File: config.mk
export PLATFORM = sky130hd
export DESIGN_NAME = pipe_stage_reg
export DESIGN_NICKNAME = d
export VERILOG_FILES = /design/src/rtl/pipe_pkg.sv /design/src/rtl/pipe_slot.sv /design/src/rtl/pipe_stage_reg.sv
export SDC_FILE = /design/constraint.sdc
export NUM_CORES = 1
export LEC_CHECK = 0
export ABC_CLOCK_PERIOD_IN_PS = 5100
export CAP_MARGIN = 20
export CORE_MARGIN = 3
export CORE_UTILIZATION = 45
export CTS_CLUSTER_SIZE = 25
export DETAILED_ROUTE_END_ITERATION = 7
export PLACE_DENSITY = 0.81
export SLEW_MARGIN = 20
export SYNTH_ARGS = -nofsm -noshare
export SYNTH_HDL_FRONTEND = slang
export SYNTH_HIERARCHICAL = 1
export SYNTH_SLANG_ARGS = --single-unit
File: constraint.sdc
create_clock -name clk -period 5.1 [get_ports clk]
set_input_delay 0.51 -clock clk [delete_from_list [all_inputs] [get_ports clk]]
set_output_delay 0.51 -clock clk [all_outputs]
set_load 0.005 [all_outputs]
File: src/rtl/pipe_pkg.sv
// Shared constants for the generic inter-stage pipeline register.
// Exception code 0 means "no exception".
package pipe_pkg;

    localparam int          EXC_NONE         = 0;
    localparam logic [31:0] DEFAULT_RESET_PC = 32'h0000_3000;
    localparam int          OCC_W            = 2;

endpackage

File: src/rtl/pipe_slot.sv
// One pipeline entry {valid, pc, data, exc}.
// Control priority: clr_all (valid, data and exc cleared, pc kept) > load > clr_valid.
module pipe_slot
    import pipe_pkg::*;
#(
    parameter int          DATA_W   = 64,
    parameter int          EXC_W    = 5,
    parameter logic [31:0] RESET_PC = DEFAULT_RESET_PC
) (
    input  logic              clk,
    input  logic              reset,
    input  logic              load,
    input  logic              clr_valid,
    input  logic              clr_all,
    input  logic              ld_valid,
    input  logic [31:0]       ld_pc,
    input  logic [DATA_W-1:0] ld_data,
    input  logic [EXC_W-1:0]  ld_exc,
    output logic              valid,
    output logic              valid_nxt,
    output logic [31:0]       pc,
    output logic [DATA_W-1:0] data,
    output logic [EXC_W-1:0]  exc
);

    logic              valid_q, valid_d;
    logic [31:0]       pc_q, pc_d;
    logic [DATA_W-1:0] data_q, data_d;
    logic [EXC_W-1:0]  exc_q, exc_d;

    always_comb begin
        valid_d = valid_q;
        pc_d    = pc_q;
        data_d  = data_q;
        exc_d   = exc_q;
        if (clr_all) begin
            valid_d = 1'b0;
            data_d  = '0;
            exc_d   = '0;
        end else if (load) begin
            valid_d = ld_valid;
            pc_d    = ld_pc;
            data_d  = ld_data;
            exc_d   = ld_exc;
        end else if (clr_valid) begin
            valid_d = 1'b0;
        end
    end

    always_ff @(posedge clk) begin
        if (reset) begin
            valid_q <= 1'b0;
            pc_q    <= RESET_PC;
            data_q  <= '0;
            exc_q   <= '0;
        end else begin
            valid_q <= valid_d;
            pc_q    <= pc_d;
            data_q  <= data_d;
            exc_q   <= exc_d;
        end
    end

    assign valid     = valid_q;
    assign valid_nxt = valid_d;
    assign pc        = pc_q;
    assign data      = data_q;
    assign exc       = exc_q;

endmodule

File: src/rtl/pipe_stage_reg.sv
// Parametrised inter-stage register with valid/ready handshake, optional skid entry,
// hazard bubble insertion and flush. The main slot always holds the older beat.
module pipe_stage_reg
    import pipe_pkg::*;
#(
    parameter int          DATA_W   = 64,
    parameter int          EXC_W    = 5,
    parameter int          SKID     = 1,
    parameter int          EXC_KILL = 1,
    parameter logic [31:0] RESET_PC = DEFAULT_RESET_PC
) (
    input  logic              clk,
    input  logic              reset,
    input  logic              in_valid,
    output logic              in_ready,
    input  logic [31:0]       in_pc,
    input  logic [DATA_W-1:0] in_data,
    input  logic [EXC_W-1:0]  in_exc,
    input  logic              bubble,
    input  logic              flush,
    output logic              out_valid,
    input  logic              out_ready,
    output logic [31:0]       out_pc,
    output logic [DATA_W-1:0] out_data,
    output logic [EXC_W-1:0]  out_exc,
    output logic [OCC_W-1:0]  occupancy
);

    logic              accept, drain, main_free;
    logic [DATA_W-1:0] in_data_k;

    logic              main_load, main_clr_valid, main_clr_all, main_valid_nxt;
    logic              main_ld_valid;
    logic [31:0]       main_ld_pc;
    logic [DATA_W-1:0] main_ld_data;
    logic [EXC_W-1:0]  main_ld_exc;

    logic              skid_load, skid_clr_valid, skid_clr_all;
    logic              skid_valid, skid_valid_nxt;
    logic [31:0]       skid_pc;
    logic [DATA_W-1:0] skid_data;
    logic [EXC_W-1:0]  skid_exc;

    logic [OCC_W-1:0]  occupancy_q, occupancy_d;

    assign accept    = in_valid && in_ready;
    assign drain     = out_valid && out_ready;
    assign main_free = !out_valid || drain;
    assign in_data_k = (EXC_KILL != 0 && in_exc != EXC_W'(EXC_NONE)) ? '0 : in_data;

    always_comb begin
        main_load      = 1'b0;
        main_clr_valid = 1'b0;
        main_clr_all   = 1'b0;
        main_ld_valid  = 1'b1;
        main_ld_pc     = in_pc;
        main_ld_data   = in_data_k;
        main_ld_exc    = in_exc;
        skid_load      = 1'b0;
        skid_clr_valid = 1'b0;
        skid_clr_all   = 1'b0;
        if (flush) begin
            main_clr_all = 1'b1;
            skid_clr_all = 1'b1;
        end else if (bubble && main_free && !skid_valid) begin
            main_load     = 1'b1;
            main_ld_valid = 1'b0;
            main_ld_data  = '0;
            main_ld_exc   = '0;
        end else if (drain && skid_valid) begin
            // Promote the skid beat even under a bubble so a consumed beat is never re-presented.
            main_load      = 1'b1;
            main_ld_pc     = skid_pc;
            main_ld_data   = skid_data;
            main_ld_exc    = skid_exc;
            skid_clr_valid = 1'b1;
        end else if (!bubble) begin
            if (main_free) begin
                if (accept) begin
                    main_load = 1'b1;
                end else if (drain) begin
                    main_clr_valid = 1'b1;
                end
            end else if (accept) begin
                skid_load = 1'b1;
            end
        end
    end

    pipe_slot #(
        .DATA_W   (DATA_W),
        .EXC_W    (EXC_W),
        .RESET_PC (RESET_PC)
    ) u_main (
        .clk       (clk),
        .reset     (reset),
        .load      (main_load),
        .clr_valid (main_clr_valid),
        .clr_all   (main_clr_all),
        .ld_valid  (main_ld_valid),
        .ld_pc     (main_ld_pc),
        .ld_data   (main_ld_data),
        .ld_exc    (main_ld_exc),
        .valid     (out_valid),
        .valid_nxt (main_valid_nxt),
        .pc        (out_pc),
        .data      (out_data),
        .exc       (out_exc)
    );

    generate
        if (SKID != 0) begin : g_skid
            pipe_slot #(
                .DATA_W   (DATA_W),
                .EXC_W    (EXC_W),
                .RESET_PC (RESET_PC)
            ) u_skid (
                .clk       (clk),
                .reset     (reset),
                .load      (skid_load),
                .clr_valid (skid_clr_valid),
                .clr_all   (skid_clr_all),
                .ld_valid  (1'b1),
                .ld_pc     (in_pc),
                .ld_data   (in_data_k),
                .ld_exc    (in_exc),
                .valid     (skid_valid),
                .valid_nxt (skid_valid_nxt),
                .pc        (skid_pc),
                .data      (skid_data),
                .exc       (skid_exc)
            );
            // Registered-only ready breaks the combinational out_ready -> in_ready path.
            assign in_ready = !skid_valid && !bubble && !flush;
        end else begin : g_noskid
            assign skid_valid     = 1'b0;
            assign skid_valid_nxt = 1'b0;
            assign skid_pc        = '0;
            assign skid_data      = '0;
            assign skid_exc       = '0;
            assign in_ready       = (!out_valid || out_ready) && !bubble && !flush;
        end
    endgenerate

    assign occupancy_d = OCC_W'(main_valid_nxt) + OCC_W'(skid_valid_nxt);

    always_ff @(posedge clk) begin
        if (reset) begin
            occupancy_q <= '0;
        end else begin
            occupancy_q <= occupancy_d;
        end
    end

    assign occupancy = occupancy_q;

endmodule
# Word-level counts from Yosys, hierarchy flattened
# Index checks and enable logic that the tools add are counted.
[op_classes] n_mul=0 bitwise=1 n_div=0 n_mux=40 shifts=0 addsub=1 n_eq_ne=0 order_cmp=0 reduce_logical=16
[op_table] operator="$mux W64" n=4
[op_table] operator="$mux W32" n=3
[op_table] operator="$mux W1" n=30
[op_table] operator="$mux W5" n=3
[op_table] operator="$logic_and A1 B1 Y1" n=7
[op_table] operator="$reduce_bool A5 Y1" n=1
[op_table] operator="$logic_not A1 Y1" n=4
[op_table] operator="$reduce_and A2 Y1" n=2
[op_table] operator="$add A1 B1 Y2" n=1
[op_table] operator="$reduce_or A2 Y1" n=1
[op_table] operator="$logic_or A1 B1 Y1" n=1
[op_table] operator="$not A1 Y1" n=1
[word_totals] latchBits=0 elab_cells=67 mem_count=0 regBits=206 mem_bits_ro=0 ram_bits=0

# Longest topological paths before layout
[depth] word_depth=14 depth_mapped=9 depth_no_buf=7

# By module
# The synthesis kept the hierarchy.
[by_module_without_submodules] module="pipe_slot" cells_each=369 seq_area_each_um2=2042.0 instances=2 area_per_inst_um2=3584.7
[by_module_without_submodules] module="pipe_stage_reg" cells_each=435 seq_area_each_um2=40.0 instances=1 area_per_inst_um2=2633.8

# Worst setup path before layout
# Ideal clock, no wire load.
[synth_path] kind="input -> register" startpoint="input port out_ready" endpoint="register occupancy_q[0], in the netlist occupancy[0]" setup_slack_ps=3078 arrival_time_ps=1908 t_required_ps=4986 cell_stages=8 setup_time_ps=114 path_cell_list="nor2b_1 -> nor4b_2 -> buf_2 -> inv_1 -> a21oi_1 -> nor2_1 -> ha_1 -> nor2b_1"
[synth_lines] element="start, declared" line_no="pipe_stage_reg.sv:22" source="input logic out_ready,"
[synth_lines] element="$logic_and A1 B1 Y1" line_no="pipe_stage_reg.sv:47" source="assign drain = out_valid && out_ready;"
[synth_lines] element="$logic_or A1 B1 Y1" line_no="pipe_stage_reg.sv:48" source="assign main_free = !out_valid || drain;"
[synth_lines] element="$logic_and A1 B1 Y1 (2 in a row)" line_no="pipe_stage_reg.sv:65" source="end else if (bubble && main_free && !skid_valid) begin"
[synth_lines] element="$mux W1" line_no="pipe_stage_reg.sv:65"
[synth_lines] element="$mux W1" line_no="pipe_stage_reg.sv:62" source="if (flush) begin"
[synth_lines] element="net main_ld_valid" line_no="pipe_stage_reg.sv:33" source="logic main_ld_valid;"
[synth_lines] element="$mux W1" line_no="pipe_slot.sv:40" source="end else if (load) begin"
[synth_lines] element="$mux W1" line_no="pipe_slot.sv:36" source="if (clr_all) begin"
[synth_lines] element="net main_valid_nxt" line_no="pipe_stage_reg.sv:32" source="logic main_load, main_clr_valid, main_clr_all, main_valid_nxt;"
[synth_lines] element="$add A1 B1 Y2" line_no="pipe_stage_reg.sv:145" source="assign occupancy_d = OCC_W'(main_valid_nxt) + OCC_W'(skid_valid_nxt);"
[synth_lines] element="net occupancy_d[0]" line_no="pipe_stage_reg.sv:44" source="logic [OCC_W-1:0] occupancy_q, occupancy_d;"
[synth_lines] element="end signal, assigned" line_no="pipe_stage_reg.sv:151" source="occupancy_q <= occupancy_d;"
[synth_lines] element="end, declared" line_no="pipe_stage_reg.sv:44"
# The timed path passes the listed nets, and every way through them passes these cells.
# A chain may end at the register's enable or synchronous reset.

# Worst setup path in the final report
[layout_path] startpoint="input port flush" endpoint="register g_skid.u_skid.data_q[30], in the netlist g_skid.u_skid/data[30]"
[layout_via] elab_chain_cells=9
[layout_rtl] element="start, declared" line_no="pipe_stage_reg.sv:20" source="input logic flush,"
[layout_rtl] element="$logic_not A1 Y1" line_no="pipe_stage_reg.sv:134" source="assign in_ready = !skid_valid && !bubble && !flush;"
[layout_rtl] element="$logic_and A1 B1 Y1" line_no="pipe_stage_reg.sv:134"
[layout_rtl] element="$logic_and A1 B1 Y1" line_no="pipe_stage_reg.sv:46" source="assign accept = in_valid && in_ready;"
[layout_rtl] element="$mux W1" line_no="pipe_stage_reg.sv:84" source="end else if (accept) begin"
[layout_rtl] element="$mux W1" line_no="pipe_stage_reg.sv:78" source="if (main_free) begin"
[layout_rtl] element="$mux W1" line_no="pipe_stage_reg.sv:77" source="end else if (!bubble) begin"
[layout_rtl] element="$mux W1" line_no="pipe_stage_reg.sv:70" source="end else if (drain && skid_valid) begin"
[layout_rtl] element="$mux W1" line_no="pipe_stage_reg.sv:65"
[layout_rtl] element="$mux W1 *" line_no="pipe_stage_reg.sv:62"
[layout_rtl] element="net skid_load" line_no="pipe_stage_reg.sv:38" source="logic skid_load, skid_clr_valid, skid_clr_all;"
[layout_rtl] element="end signal, assigned" line_no="pipe_slot.sv:59" source="data_q <= data_d;"
[layout_rtl] element="end, declared" line_no="pipe_slot.sv:28" source="logic [DATA_W-1:0] data_q, data_d;"
# The timed path passes the listed nets; every way through them passes the cells marked *.

==> flow_metrics.py <==
metrics = {
    "floorplan": {
        "die-width_um": 154,
        "core_sq_um": 21200,
        "rows": 53,
        "die_area_sq_um": 23600,
        "start_util_pct": 46.2,
        "die_h_um": 154,
        "pin_count": 212,
    },
    "power_and_ir_drop": {
        "p_leak_nw": 4.31,
        "vdd_drop_max_mv": 0.192,
        "powerDensity_nw_per_um2": 281,
    },
    "logic_synthesis": {
        "synthesis.nets": 1281,
        "yosys_register_bits": 206,
        "synth_edf_count": 0,
        "asyncSetResetFlopFracSynth_pct": 0,
        "netlist.top_cell.by_area": "dfxtp_1",
        "ys.warnings.count": 6,
        "syn_inst": 1173,
        "synthFlopType": "dfxtp_1",
        "syn_avg_cell_area_sq_um": 8.36,
        "ys_seq_area_share_pct": 42.1,
        "synth_area_sq_um": 9800,
        "netlist.area_leader.share_pct": 42.1,
        "synth.distinct_cells": 31,
        "synthTopCellsByArea": "dfxtp_1 (42%), mux2i_1 (14%), nand2_1 (11%)",
    },
    "hold_path": {
        "whs_path_depth": 2,
        "hp-class": "reg2reg",
    },
    "clock_network": {
        "clk_pin_slew_ns": 0.06,
        "cts_buffers": 23,
        "cts_setup_buffers": 0,
        "cts_resized": 0,
        "cts_root_buffer": "clkbuf_16",
        "cts_tree": "yes",
        "postCtsHoldBufs": 0,
        "cts_buffer_depth": 3,
        "clkLatencyLatePin_ns": 0.51,
        "h-tree-depth": 1,
        "cts_num_sinks": 206,
    },
    "placed_design": {
        "portBuffers": 211,
        "gp_congestion": 0.779,
        "post-place-ws_ns": 1.75,
        "placed_cell_area_sq_um": 11900,
        "place_inst": 1577,
        "dp_hpwl_um": 16200,
    },
    "sta": {
        "max_freq_mhz": 349,
        "period_minus_slack_ns": 2.87,
        "worst_slack_ns": 2.23,
        "drv_slew": 0,
        "final.period_utilization_pct": 56.2,
        "clock_skew_ns": 0.00915,
        "setup_viol": 0,
        "slew_headroom_pct": 40.2,
        "tightest_slew_ns": 0.897,
        "setup-tns-final_ns": 0,
        "hold_violations": 0,
        "rsz0062_at_grt": "false",
    },
    "global_route": {
        "grt_overflow": 0,
        "grt.total_usage_pct": 21.2,
        "grt_pass1_wl_um": 42800,
        "grt_start_max_net_pins": 69,
        "antenna_found_initial": 1,
        "grt_pass1_vias": 8419,
    },
    "setup_path": {
        "reg2reg_depth": 5,
        "required_ns": 5.49,
        "cp_max_fo": 40,
        "path_class": "in2reg",
        "arrival_ns": 3.26,
        "cp-start-kind": "input pin",
        "endpoint_kind": "flip-flop",
    },
    "final_layout": {
        "postLayoutCellArea_sq_um": 12600,
        "nNetsFinal": 1435,
        "area_growth_pct": 28.4,
        "diodes": 0,
        "post_layout_nonfiller_instances": 1618,
        "drive_above_1_share_pct": 9.46,
    },
    "routing": {
        "postRouteAntennaNets": 0,
        "vias": 8514,
        "first_pass_iters": 4,
        "drtIter0Drc": 631,
        "wl_um": 26400,
        "vias_per_cell": 5.26,
        "drc": 0,
        "routedWlPerCell_um": 16.3,
    },
    "flow_run": {
        "cap_violations": 0,
    },
    "status": {
        "status": "complete, no violations",
    },
}
## area by class of cell
| class | count | area (sq um) |
|---|---|---|
| Clock buffer | 36 | 694 |
| Clock inverter | 5 | 42.5 |
| Fill cell | 1819 | 8630 |
| Inverter | 3 | 12.5 |
| Multi-Input combinational cell | 864 | 5120 |
| Sequential cell | 206 | 4120 |
| Tap cell | 275 | 344 |
| Timing Repair Buffer | 229 | 2250 |
## Yosys cell counts, types with 2 or more instances
| cell type | count |
|---|---|
| a21oi_2 | 60 |
| nand3b_1 | 4 |
| clkbuf_1 | 20 |
| buf_4 | 5 |
| inv_1 | 3 |
| and2_1 | 64 |
| a21oi_1 | 71 |
| nor3_1 | 2 |
| nor2_1 | 142 |
| buf_2 | 47 |
| buf_1 | 4 |
| buf_6 | 12 |
| clkbuf_2 | 6 |
| dfxtp_1 | 206 |
| nand2b_1 | 2 |
| clkbuf_4 | 6 |
| nand4b_1 | 65 |
| nand2_1 | 298 |
| mux2i_1 | 138 |
| nor2b_1 | 5 |
| or2_1 | 2 |
| nor3b_1 | 2 |
## logic make-up (layout without fill, tap and decap cells)
| logic type | after synthesis | count (layout) | share of synthesized area [%] |
|---|---|---|---|
| multiplexers | 138 | 138 | 14.1 |
| flip-flops | 206 | 206 | 42.1 |
| AO/OA/AOI/OAI | 132 | 132 | 9.07 |
| other | 1 | 1 | 0.0383 |
| buffers and inverters | 103 | 273 | 5.96 |
| adder cells (fa/ha/maj) | 1 | 1 | 0.128 |
| AND/OR/NAND/NOR | 592 | 592 | 28.6 |
## critical path, stage by stage
cell             delay, ns
clkdlybuf4s50_1       0.64
nor3_1                0.38
and3_4                0.64
buf_4                 0.68
mux2i_1               0.28
nor2_1                0.07
## sequential cells by signal (all words and copies together), names as in the netlist
signal / count
u_main/exc: 5
u_main/pc: 32
g_skid.u_skid/valid: 1
u_main/data: 64
g_skid.u_skid/pc: 32
g_skid.u_skid/data: 64
u_main/valid: 1
g_skid.u_skid/exc: 5
occupancy: 2
## routing by layer
layer | part of all wire (%) | routed length [um] | global-route usage, % | vias up
li1 | - | - | - | 4182
met1 | 46 | 12200 | 28.9 | 4025
met2 | 46 | 12100 | 35.5 | 270
met3 | 6.3 | 1670 | 3.69 | 35
met4 | 1.5 | 395 | 4.67 | 2
met5 | 0.049 | 13 | 0 | -
## per-stage QoR
stage	power (mW)	utilization, %	hold slack, ns
after floorplan	1.81	-	0.437
after global placement	1.96	55.7	0.442
after detailed placement	1.96	55.9	0.447
after CTS	3.58	59.3	0.455
after global routing	3.66	59.3	0.474
final	3.54	59.3	0.455
## worst paths after layout
| path | end | startpoint | slack [ns] |
|---|---|---|---|
| worst min-delay path | u_main/pc[15]$_SDFFE_PP0P_ | u_main/pc[15]$_SDFFE_PP0P_ | 0.45 |
| worst max-delay path | g_skid.u_skid/data[30]$_SDFFE_PP0P_ | flush | 2.23 |
| worst max register to register | g_skid.u_skid/data[30]$_SDFFE_PP0P_ | u_main/valid$_SDFF_PP0_ | 2.45 |
| worst min register to register | u_main/pc[15]$_SDFFE_PP0P_ | u_main/pc[15]$_SDFFE_PP0P_ | 0.45 |
## cell usage in the layout (no fill, tap or decap)
cell type,instances
clkdlybuf4s50_1,209
nor2_4,1
a21oi_2,60
nor4_4,1
inv_1,2
nand4b_1,65
mux2i_1,138
clkbuf_16,23
nand3b_1,4
nor2b_2,2
nor2_1,142
or2_2,2
dfxtp_1,206
clkinvlp_4,1
conb_1,1
nor3_1,2
nor2b_1,3
buf_12,1
nand2b_2,1
and3_4,1
nand2b_1,1
a21oi_1,71
clkbuf_1,6
nor3b_1,2
and4b_1,1
clkinv_2,4
ha_1,1
nor4b_4,1
buf_2,2
inv_16,1
buf_4,17
nand2_1,298
and2_1,64
a2111oi_2,1
or4_4,1
clkbuf_8,7
## power by group
part | switching, mW | internal (mW)
registers | 0.00731 | 1.62
clock network | 0.670 | 0.938
logic | 0.149 | 0.151
Note: power is estimated with default switching activity, not from simulation.
==> variant 1 (config.mk and constraints unchanged) <==
`EXC_W` is set to 5 in 2 places; all go to 6.
--- a/src/rtl/pipe_slot.sv
+++ b/src/rtl/pipe_slot.sv
@@ -4,7 +4,7 @@
     import pipe_pkg::*;
 #(
     parameter int          DATA_W   = 64,
-    parameter int          EXC_W    = 5,
+    parameter int          EXC_W    = 6,
     parameter logic [31:0] RESET_PC = DEFAULT_RESET_PC
 ) (
     input  logic              clk,
--- a/src/rtl/pipe_stage_reg.sv
+++ b/src/rtl/pipe_stage_reg.sv
@@ -4,7 +4,7 @@
     import pipe_pkg::*;
 #(
     parameter int          DATA_W   = 64,
-    parameter int          EXC_W    = 5,
+    parameter int          EXC_W    = 6,
     parameter int          SKID     = 1,
     parameter int          EXC_KILL = 1,
     parameter logic [31:0] RESET_PC = DEFAULT_RESET_PC
Interface: changed (resized in_exc and out_exc); port bits go from 212 to 214. No check against the original RTL was run, so the function may have changed too.
==> variant 1 against the original RTL <==
Combinational power fell by 1%; synthesized area fell by 2.5%; worst setup slack got worse by 110 ps; power rose by 4.0%; count of clock-buffer cells in the layout fell by 3; first-iteration DRC count fell by 16%; synthesized cell count rose by 1.5%; register-to-register slack improved by 60 ps; wire length fell by 1.5%; cell area fell by 1.6%; highest routed layer unchanged; sequential cell count rose by 2.
==> variant 1: results <==
[run_status]
status = "finished clean"

[power_and_ir_drop]
internal-power_uw = 2870
ir_drop_v = 0.000187
power_leakage_uw = 0.00452

[routing]
first_iter_violations = 530
num_vias = 8726
firstDrtPassIters = 5
wl_per_cell_um = 16.1

[sta]
worst_hold_slack_ps = 451
skew_ps = 11.4
tightest_slew_ps = 973
finalCriticalPeriod_ps = 2980

[worst_setup_path]
crit_path_max_incr_delay_ps = 760
critical-path-top-delay-family = "buffers and inverters"
required_ps = 5450
r2r_slack_ps = 2510
crit_fanout = 49

[grt]
grt_use_met1_pct = 28.6
grt_max_degree = 129
grt_use_met2_pct = 35.6
first_global_vias = 8123
grt_pass1_wl_um = 41100
antenna_found_initial = 3
grt.total_usage_pct = 21.5

[place]
gp_congestion = 0.780
io_buffers = 213

[synth]
synth.distinct_cells = 29
synthTopCellsByArea = "dfxtp_1 (44%), mux2i_1 (15%), nand2_1 (12%)"
synth_compound_area_share_pct = 6.97
syn_nets = 1300
synth_adder_area_share_pct = 0.131
synth_common_cells = "nand2_1 (301), dfxtp_1 (208), mux2i_1 (140)"
synthMuxAreaShare_pct = 14.7
seq_area_frac_synth_pct = 43.6

[cells_and_area]
n_fill_cell = 1830
final_nets = 1442
drive_gt1_share_pct = 5.49
==> variant 1: per-layer routing <==
layer / vias to the layer above / routed length (um)
li1: 4272 / -
met1: 4095 / 11000
met2: 319 / 12100
met3: 34 / 2470
met4: 6 / 365
met5: - / 40
==> variant 1: power by group through the flow <==
| stage | logic, uW | clock network [uW] | registers, uW |
|---|---|---|---|
| after floorplan | 141 | 0 | 1680 |
| after global placement | 289 | 0 | 1680 |
| after detailed placement | 292 | 0 | 1680 |
| after CTS | 294 | 1780 | 1650 |
| after global routing | 317 | 1840 | 1650 |
| final | 296 | 1740 | 1650 |
==> variant 1: area by class of cell <==
| cell class | count | area share, % |
|---|---|---|
| Clock buffer | 33 | 5.59 |
| Sequential cell | 208 | 33.6 |
| Timing Repair Buffer | 226 | 18.3 |
| Tap cell | 270 | 2.73 |
| Inverter | 2 | 0.0707 |
| Multi-Input combinational cell | 872 | 38.8 |
| Clock inverter | 7 | 0.889 |
==> variant 1: path summary, 6_finish.rpt <==
kind / endpoint / cells after the start / start
worst max-delay path: g_skid.u_skid/data[58] / 6 / flush
worst min-delay path: u_main/pc[21] / 2 / u_main/pc[21]
worst max register to register: g_skid.u_skid/data[58] / 5 / g_skid.u_skid/valid
worst min register to register: u_main/pc[21] / 2 / u_main/pc[21]
==> variant 1: tightest hold or removal path: cells and delay by family, from the launching register on <==
family,cells,cell delay (ps)
simple gates,1,50
flops,1,310
compound gates,1,50
==> variant 1: metrics by stage <==
stage | power [uW] | instances | instance area [um^2]
floorplan | 1820 | 1191 | 9560
CTS | 3720 | 1617 | 12400
global route | 3810 | 1618 | 12400
finish | 3680 | 1618 | 12400
detailed placement | 1970 | 1577 | 11600
global placement | 1970 | 1577 | 11500
==> variant 2 (same flow settings) <==
Without the edit above. `data_q` no longer has a reset.
--- a/src/rtl/pipe_slot.sv
+++ b/src/rtl/pipe_slot.sv
@@ -51,14 +51,16 @@
         if (reset) begin
             valid_q <= 1'b0;
             pc_q    <= RESET_PC;
-            data_q  <= '0;
             exc_q   <= '0;
         end else begin
             valid_q <= valid_d;
             pc_q    <= pc_d;
-            data_q  <= data_d;
             exc_q   <= exc_d;
         end
+    end
+
+    always_ff @(posedge clk) begin
+        data_q <= data_d;
     end
 
     assign valid     = valid_q;
Behaviour: not the same (Yosys sat finds a counterexample within 4 cycles, from zero or initial values and one cycle with reset high).
==> variant 2 against the original RTL <==
Cell area up 0.14%; clock skew about the same; worst setup slack got worse by 21 ps; wire length decreased by 0.64%; fmax shrank 0.72%; synthesized area down 0.49%; highest routed layer unchanged; power increased by 2.2%; critical endpoint is now u_main/pc[19]; sequential cell count unchanged.
==> variant 2: results <==
[synth]
ys_warn_count = 6
yosys.area.top_type = "dfxtp_1"
synthTopCellsByArea = "dfxtp_1 (42%), mux2i_1 (14%), nand2_1 (11%)"
synth.distinct_cells = 31
synth_common_cells = "nand2_1 (298), dfxtp_1 (206), nor2_1 (142)"
seq_area_frac_synth_pct = 42.3
syn_area_per_cell_um2 = 8.32

[worst_setup_path]
r2r_slack_ps = 2300
cp.arrival_ps = 3320
worstReg2RegStart = "u_main/valid"
r2r-end = "u_main/pc[19]"
crit_fanout = 51
crit_start = "out_ready"
crit_type = "in -> reg"
ff2ff_path_depth = 7

[grt]
grt_use_met1_pct = 29.6
grtUsageMet3_pct = 4.67
grt_pass1_wl_um = 42800
first_global_vias = 8215
grt_use_met2_pct = 34.5
grt.total_usage_pct = 21.4
grt_max_degree = 93
busiest_layer = "met2"

[routing]
num_vias = 8548
ant_nets = 0
wl_per_cell_um = 16.2
firstDrtPassIters = 5
routed_wl_um = 26300
first_iter_violations = 543

[sta]
relSlewSlack_pct = 33.0
skew_ps = 8.83

[hold_path]
hold_end = "u_main/pc[0]"
hold_depth = 2
holdCritPathClass = "reg -> reg"
min_from = "u_main/pc[0]"

[cts]
ctsHoldBuffers = 0
postCtsSetupRepairBufs = 0
clkTransAtPathRegs_ps = 60
insertion_delay_ps = 510
cts_buffers = 23
h-tree-depth = 1
root_buffer = "clkbuf_16"
cts_max_path_buffers = 3

[cells_and_area]
drive_gt1_share_pct = 9.77
final_nets = 1433
diodes = 0

[run_status]
status = "finished clean"

[place]
gp_congestion = 0.774
io_buffers = 211
dp_hpwl_um = 15600

[power_and_ir_drop]
ir_drop_v = 0.000187
power_leakage_uw = 0.00446
-- variant 2: changes by cell type after synthesis, sizes merged --
cell,delta
buf,-8
clkbuf,+8
-- variant 2: cells by family (layout without fill, tap and decap cells) --
kind of cell             after synthesis  in the layout  synth area share, %
AO/OA/AOI/OAI                        132            132                 9.12
adder cells (fa/ha/maj)                1              1                0.128
buffers and inverters                103            271                 5.50
flip-flops                           206            206                 42.3
multiplexers                         138            138                 14.2
other                                  1              1               0.0384
AND/OR/NAND/NOR                      592            592                 28.8
-- variant 2: worst max-delay path by stage --
stage	end	cells after the start	slack (ps)
floorplan	occupancy[0]	8	3070
global placement	u_main/data[17]	9	1780
detailed placement	u_main/pc[19]	8	1720
CTS	u_main/pc[19]	8	2210
global route	u_main/data[16]	9	2020
finish	u_main/pc[19]	8	2210
-- variant 2: through the flow --
step | util (%) | power [uW] | setup WS, ps | hold slack, ps | cell area [um^2]
floorplan | - | 1810 | 3070 | 437 | 9760
global placement | 55.9 | 1970 | 1780 | 442 | 11800
detailed placement | 56.0 | 1970 | 1720 | 447 | 11800
CTS | 59.6 | 3650 | 2210 | 455 | 12600
global route | 59.6 | 3740 | 2020 | 473 | 12600
finish | 59.6 | 3620 | 2210 | 454 | 12600
-- variant 2: worst max-delay path, stage by stage --
cell and delay (ps):
clkdlybuf4s50_1 530, nor2b_1 120, a2111oi_2 440, buf_4 800, nor2b_2 270, buf_4 340
nand2_1 130, a21oi_1 150
-- variant 2: cell type report --
class | instances | area (um^2)
fillers | 1825 | 8550
multi-input cells | 864 | 5120
flip-flops and latches | 206 | 4120
repair buffers | 227 | 2230
clock buffers | 31 | 666
well taps | 275 | 344
clock inverters | 10 | 104
inverters | 3 | 12.5
-- variant 2: power breakdown --
group | total [uW] | switching (uW) | internal, uW | leakage, uW
sequential | 1630 | 8.46 | 1620 | 0.00166
combinational | 302 | 149 | 153 | 0.00241
clock | 1680 | 669 | 1010 | 0.000389
-- variant 2: per-layer routing --
metal / wire length (um) / vias to the layer above
met4: 478 / 2
met1: 11800 / 4033
met2: 12100 / 291
li1: - / 4187
met3: 1900 / 35
met5: 13 / -
